File: config.mk
export PLATFORM = sky130hd
export DESIGN_NAME = font_glyph_fetch
export DESIGN_NICKNAME = d
export VERILOG_FILES = /design/src/rtl/font_glyph_fetch.sv
export SDC_FILE = /design/constraint.sdc
export NUM_CORES = 1
export LEC_CHECK = 0
export ABC_AREA = 1
export CAP_MARGIN = 5
export CORE_MARGIN = 5
export CORE_UTILIZATION = 30
export DETAILED_ROUTE_END_ITERATION = 8
export MAX_ROUTING_LAYER = met4
export PLACE_DENSITY = 0.54
export SLEW_MARGIN = 20
export SYNTH_ARGS = -nofsm -noshare
export SYNTH_HDL_FRONTEND = slang
export SYNTH_SLANG_ARGS = --single-unit
File: constraint.sdc
create_clock -name clk -period 2.04 [get_ports clk]
set_input_delay 0.408 -clock clk [delete_from_list [all_inputs] [get_ports clk]]
set_output_delay 0.408 -clock clk [all_outputs]
set_load 0.1 [all_outputs]
File: src/rtl/font_glyph_fetch.sv
// font_glyph_fetch
//   Fetches one glyph row from the font ROM and serialises it as CHAR_W
//   colour pixels, MSB first. Each pixel is the foreground colour for a set
//   bitmap bit and the background colour for a clear bit.
//
// Ports
//   clk, reset      system clock, synchronous active-high reset
//   io_req_*        glyph-row request (code, row, fg, bg) with valid/ready
//   io_rom_addr     registered font ROM address {code,row}
//   io_rom_data     font ROM row bitmap, sampled ROM_LAT cycles after the
//                   address becomes stable
//   io_pix_*        pixel stream (colour, last-of-row) with valid/ready
module font_glyph_fetch #(
  parameter  int CODE_W  = 8,
  parameter  int CHAR_H  = 16,
  parameter  int CHAR_W  = 8,
  parameter  int ROM_LAT = 0,
  parameter  int COLOR_W = 12,
  localparam int ROW_W   = $clog2(CHAR_H),
  localparam int ADDR_W  = CODE_W + ROW_W
) (
  input  logic               clk,
  input  logic               reset,
  input  logic               io_req_valid,
  output logic               io_req_ready,
  input  logic [CODE_W-1:0]  io_req_code,
  input  logic [ROW_W-1:0]   io_req_row,
  input  logic [COLOR_W-1:0] io_req_fg,
  input  logic [COLOR_W-1:0] io_req_bg,
  output logic [ADDR_W-1:0]  io_rom_addr,
  input  logic [CHAR_W-1:0]  io_rom_data,
  output logic               io_pix_valid,
  input  logic               io_pix_ready,
  output logic [COLOR_W-1:0] io_pix_color,
  output logic               io_pix_last
);

  localparam int CNT_W = $clog2(CHAR_W);
  localparam logic [1:0] WAIT_LAST = 2'(ROM_LAT);
  localparam logic [CNT_W-1:0] CNT_PRE_LAST = CNT_W'(CHAR_W - 2);

  typedef enum logic [1:0] {
    S_IDLE,
    S_WAIT,
    S_SHIFT
  } state_e;

  state_e             state_q;
  logic [ADDR_W-1:0]  rom_addr_q;
  logic [COLOR_W-1:0] fg_q;
  logic [COLOR_W-1:0] bg_q;
  logic [COLOR_W-1:0] pix_color_q;
  logic [CHAR_W-1:0]  shift_q;
  logic [CNT_W-1:0]   pix_cnt_q;
  logic [1:0]         wait_cnt_q;
  logic               pix_valid_q;
  logic               pix_last_q;

  logic req_fire;
  logic pix_fire;

  // A new request may be taken while the last pixel of the current row is
  // being consumed, so rows can follow each other without an idle cycle.
  assign io_req_ready = (state_q == S_IDLE) ||
                        ((state_q == S_SHIFT) && pix_last_q && io_pix_ready);
  assign req_fire     = io_req_valid && io_req_ready;
  assign pix_fire     = pix_valid_q && io_pix_ready;

  always_ff @(posedge clk) begin
    if (reset) begin
      state_q     <= S_IDLE;
      rom_addr_q  <= '0;
      fg_q        <= '0;
      bg_q        <= '0;
      pix_color_q <= '0;
      shift_q     <= '0;
      pix_cnt_q   <= '0;
      wait_cnt_q  <= '0;
      pix_valid_q <= 1'b0;
      pix_last_q  <= 1'b0;
    end else begin
      case (state_q)
        S_IDLE: begin
          // accept handled below
        end
        S_WAIT: begin
          if (wait_cnt_q == WAIT_LAST) begin
            // The first pixel colour is taken straight from the ROM word so
            // that the pixel is valid in the very first SHIFT cycle.
            shift_q     <= io_rom_data;
            pix_color_q <= io_rom_data[CHAR_W-1] ? fg_q : bg_q;
            pix_cnt_q   <= '0;
            pix_last_q  <= 1'b0;
            pix_valid_q <= 1'b1;
            wait_cnt_q  <= '0;
            state_q     <= S_SHIFT;
          end else begin
            wait_cnt_q <= wait_cnt_q + 2'd1;
          end
        end
        S_SHIFT: begin
          if (pix_fire) begin
            if (pix_last_q) begin
              pix_valid_q <= 1'b0;
              pix_last_q  <= 1'b0;
              state_q     <= S_IDLE;   // overridden by an accept below
            end else begin
              // Next pixel comes from the bit just below the current MSB.
              shift_q     <= shift_q << 1;
              pix_cnt_q   <= pix_cnt_q + CNT_W'(1);
              pix_color_q <= shift_q[CHAR_W-2] ? fg_q : bg_q;
              pix_last_q  <= (pix_cnt_q == CNT_PRE_LAST);
            end
          end
        end
        default: state_q <= S_IDLE;
      endcase

      // Accept only happens in IDLE or on the last pixel handshake; it
      // snapshots fg/bg so later changes on the request port do not leak
      // into the glyph in flight.
      if (req_fire) begin
        rom_addr_q <= {io_req_code, io_req_row};
        fg_q       <= io_req_fg;
        bg_q       <= io_req_bg;
        wait_cnt_q <= '0;
        state_q    <= S_WAIT;
      end
    end
  end

  assign io_rom_addr  = rom_addr_q;
  assign io_pix_valid = pix_valid_q;
  assign io_pix_color = pix_color_q;
  assign io_pix_last  = pix_last_q;

endmodule

==> impl_metrics.py <==
metrics = {
    "final_layout": {
        "final_nets": 651,
        "final-seq-area_um2": 1282,
        "multi_input_area_um2": 1589,
        "final_util_pct": 40.29,
        "layout-drive-gt1-share_pct": 10.93,
        "final_cell_mix": "148 x nand2_1, 83 x nor2_1, 80 x inv_1",
        "diodes": 0,
        "fillerInstances": 1172,
        "final_common_cell": "nand2_1",
        "syn2layout_area_growth_pct": 31.46,
    },
    "routing": {
        "wl_um": 8351,
        "wire_per_inst_um": 11.22,
        "first_pass_iters": 5,
        "ant_nets": 0,
        "drt-initial-drc-count": 97,
        "vias": 3268,
        "drcViolationCount": 0,
        "viasPerCell": 4.392,
    },
    "power_and_ir_drop": {
        "internal_power_mw": 2.262,
        "seqPwrFrac_pct": 40.1,
        "switchingPower_mw": 1.332,
        "ir_drop_uv": 325.2,
        "switching_share_pct": 37.06,
        "cellPowerDensity_nw_per_um2": 819.2,
        "p_leak_nw": 2.194,
        "comb_power_share_pct": 31.5,
        "clkPwrFrac_pct": 28.4,
    },
    "clock_network": {
        "cts.root.buffer_cell": "clkbuf_8",
        "path_clk_slew_ns": 0.07,
        "post_cts_buffers": 0,
        "tritoncts": "done",
        "postCtsHoldBufs": 0,
        "clk_latency_ns": 0.34,
        "clk_path_buf_depth": 2,
        "clock_sinks": 64,
        "cts_buffers": 9,
        "htree_levels": 3,
        "cts_resized": 0,
    },
    "synth": {
        "synthesis.nets": 586,
        "yosysSeqAreaShare_pct": 38.40,
        "netlist.area_leader.share_pct": 38.40,
        "yosys_warnings": 0,
        "ys_ff_latch": 64,
        "synth_cell_types": 22,
        "avgSynthCellArea_um2": 6.249,
        "ys_top_cells_by_area": "dfxtp_1 38%, nand2_1 17%, nor2_1 9.3%",
        "synth.cell_area_um2": 3337,
        "synthCells": 534,
        "yosys.area.top_type": "dfxtp_1",
    },
    "die": {
        "rows": 38,
        "start_util_pct": 30.65,
        "die_h_um": 115.5,
        "dieArea_um2": 13330,
        "fp.dieW_um": 115.5,
        "coreArea_um2": 10890,
        "io_pins": 75,
    },
    "timing": {
        "timing_hold_violations_final": 0,
        "final.period_utilization_pct": 90.83,
        "worst_slew_pin_slew_ns": 0.4017,
        "timing.slew.headroom_pct": 73.18,
        "fin_skew_ns": 0.007270,
        "setup_violations": 0,
        "fmax_mhz": 539.7,
        "finalMaxSlewViolations": 0,
        "fin_crit_ns": 1.853,
        "tns_ns": 0,
        "rsz0062_at_grt": "false",
    },
    "global_route": {
        "grt_max_degree": 50,
        "grt_pass1_wl_um": 14230,
        "first_global_vias": 3159,
        "overflow": 0,
        "antenna_found_initial": 0,
        "grtUsageMet1_pct": 17.87,
        "met3_usage_pct": 3.290,
        "use_met2_pct": 20.18,
        "busiest_layer": "met2",
        "grt_use_total_pct": 13.56,
    },
    "critical_path": {
        "crit_chain": "inv_2, nor2_2, nand3_1, nand2_2, buf_12",
        "endpoint_kind": "output pin",
        "crit_type": "reg -> out",
        "cp_slowest_cell": "dfxtp_1",
        "critPathArrivalTime_ns": 1.44,
        "path_buf_inv": 2,
        "required_ns": 1.63,
        "path_max_fanout": 7,
        "slowest_delay_ns": 0.35,
        "start_kind": "flop",
        "cp_top_family": "simple AND/OR/NAND/NOR gates",
    },
    "place": {
        "hpwl_um": 5977,
        "io_buffers": 74,
        "place.gp.congestion": 0.7996,
    },
    "hold_path": {
        "hold_path_class": "reg -> reg",
    },
    "run_status": {
        "outcome": "finished clean",
    },
    "flow_run": {
        "maxCapViolCount": 0,
    },
}
## path summary, 6_finish.rpt
check	cells past startpoint	from	slack, ns	end
min	2	wait_cnt_q[0]	0.47	wait_cnt_q[0]
min reg2reg	2	wait_cnt_q[0]	0.47	wait_cnt_q[0]
max reg2reg	7	state_q[0]	0.52	io_pix_color[10]
max	5	state_q[1]	0.19	io_req_ready
## cells by family (layout without fill, tap and decap cells)
family          count (synthesis)  in the layout  share of synthesized area (%)
compound gates                 69             69                          12.15
fa+ha+maj                       4              4                          1.500
buf+inv                       116            186                          14.06
flops                          64             64                          38.40
simple gates                  281            281                          33.90
## synthesized netlist by cell type
cell	count
a21oi_1	42
buf_1	7
buf_2	12
buf_4	1
buf_6	2
clkbuf_1	12
dfxtp_1	64
ha_1	4
inv_1	81
inv_2	1
nand2_1	149
nand2_2	1
nand3_1	43
nand3_2	1
nor2_1	83
nor2_2	1
nor2_4	1
nor3_1	1
o211ai_1	24
o21ai_0	2
o21ai_1	1
or2_2	1
## sequential cells by signal, summed over array words and instances (netlist names)
signal / flops
bg_q: 12
fg_q: 12
io_pix_color: 12
io_pix_last: 1
io_pix_valid: 1
io_rom_addr: 12
pix_cnt_q: 3
shift_q: 7
state_q: 2
wait_cnt_q: 2
## power groups by stage
| stage | Clock (mW) | Combinational [mW] | Sequential, mW |
|---|---|---|---|
| after floorplan | 0 | 0.458 | 1.84 |
| after global placement | 0 | 1.13 | 1.47 |
| after detailed placement | 0 | 1.14 | 1.47 |
| after CTS | 1.05 | 1.14 | 1.44 |
| after global routing | 1.11 | 1.24 | 1.46 |
| final | 1.02 | 1.13 | 1.44 |
## metrics by stage
step | total power [mW] | std cells | instance area (um2) | hold slack [ns] | worst slack [ns]
6_report | 3.594 | 744 | 4387 | 0.4712 | 0.1871
5_1_grt | 3.805 | 744 | 4387 | 0.4888 | 0.02819
4_1_cts | 3.637 | 744 | 4387 | 0.4664 | 0.1389
3_5_place_dp | 2.611 | 728 | 4203 | 0.4627 | 0.1517
3_3_place_gp | 2.596 | 728 | 4203 | 0.4518 | 0.1700
2_1_floorplan | 2.295 | 534 | 3338 | 0.4330 | 0.03199
## layer usage
layer  routed length (um)  part of all wire, %
met2                 3594                   43
met5                    0                    0
met4                  115                  1.4
met1                 4254                   51
met3                  387                  4.6
## final cells by class
| type | count | share of cell area, % |
|---|---|---|
| clock buffers | 13 | 3.851 |
| well taps | 140 | 3.993 |
| clock inverters | 3 | 0.3423 |
| flip-flops and latches | 64 | 29.24 |
| multi-input cells | 354 | 36.22 |
| inverters | 82 | 7.017 |
| repair buffers | 88 | 19.34 |
## worst min-delay path, cell delays in order (launching register included)
cell and delay [ns]:
dfxtp_1 0.31, nand2_1 0.06, a21oi_1 0.05
(Power assumes the default switching activity.)
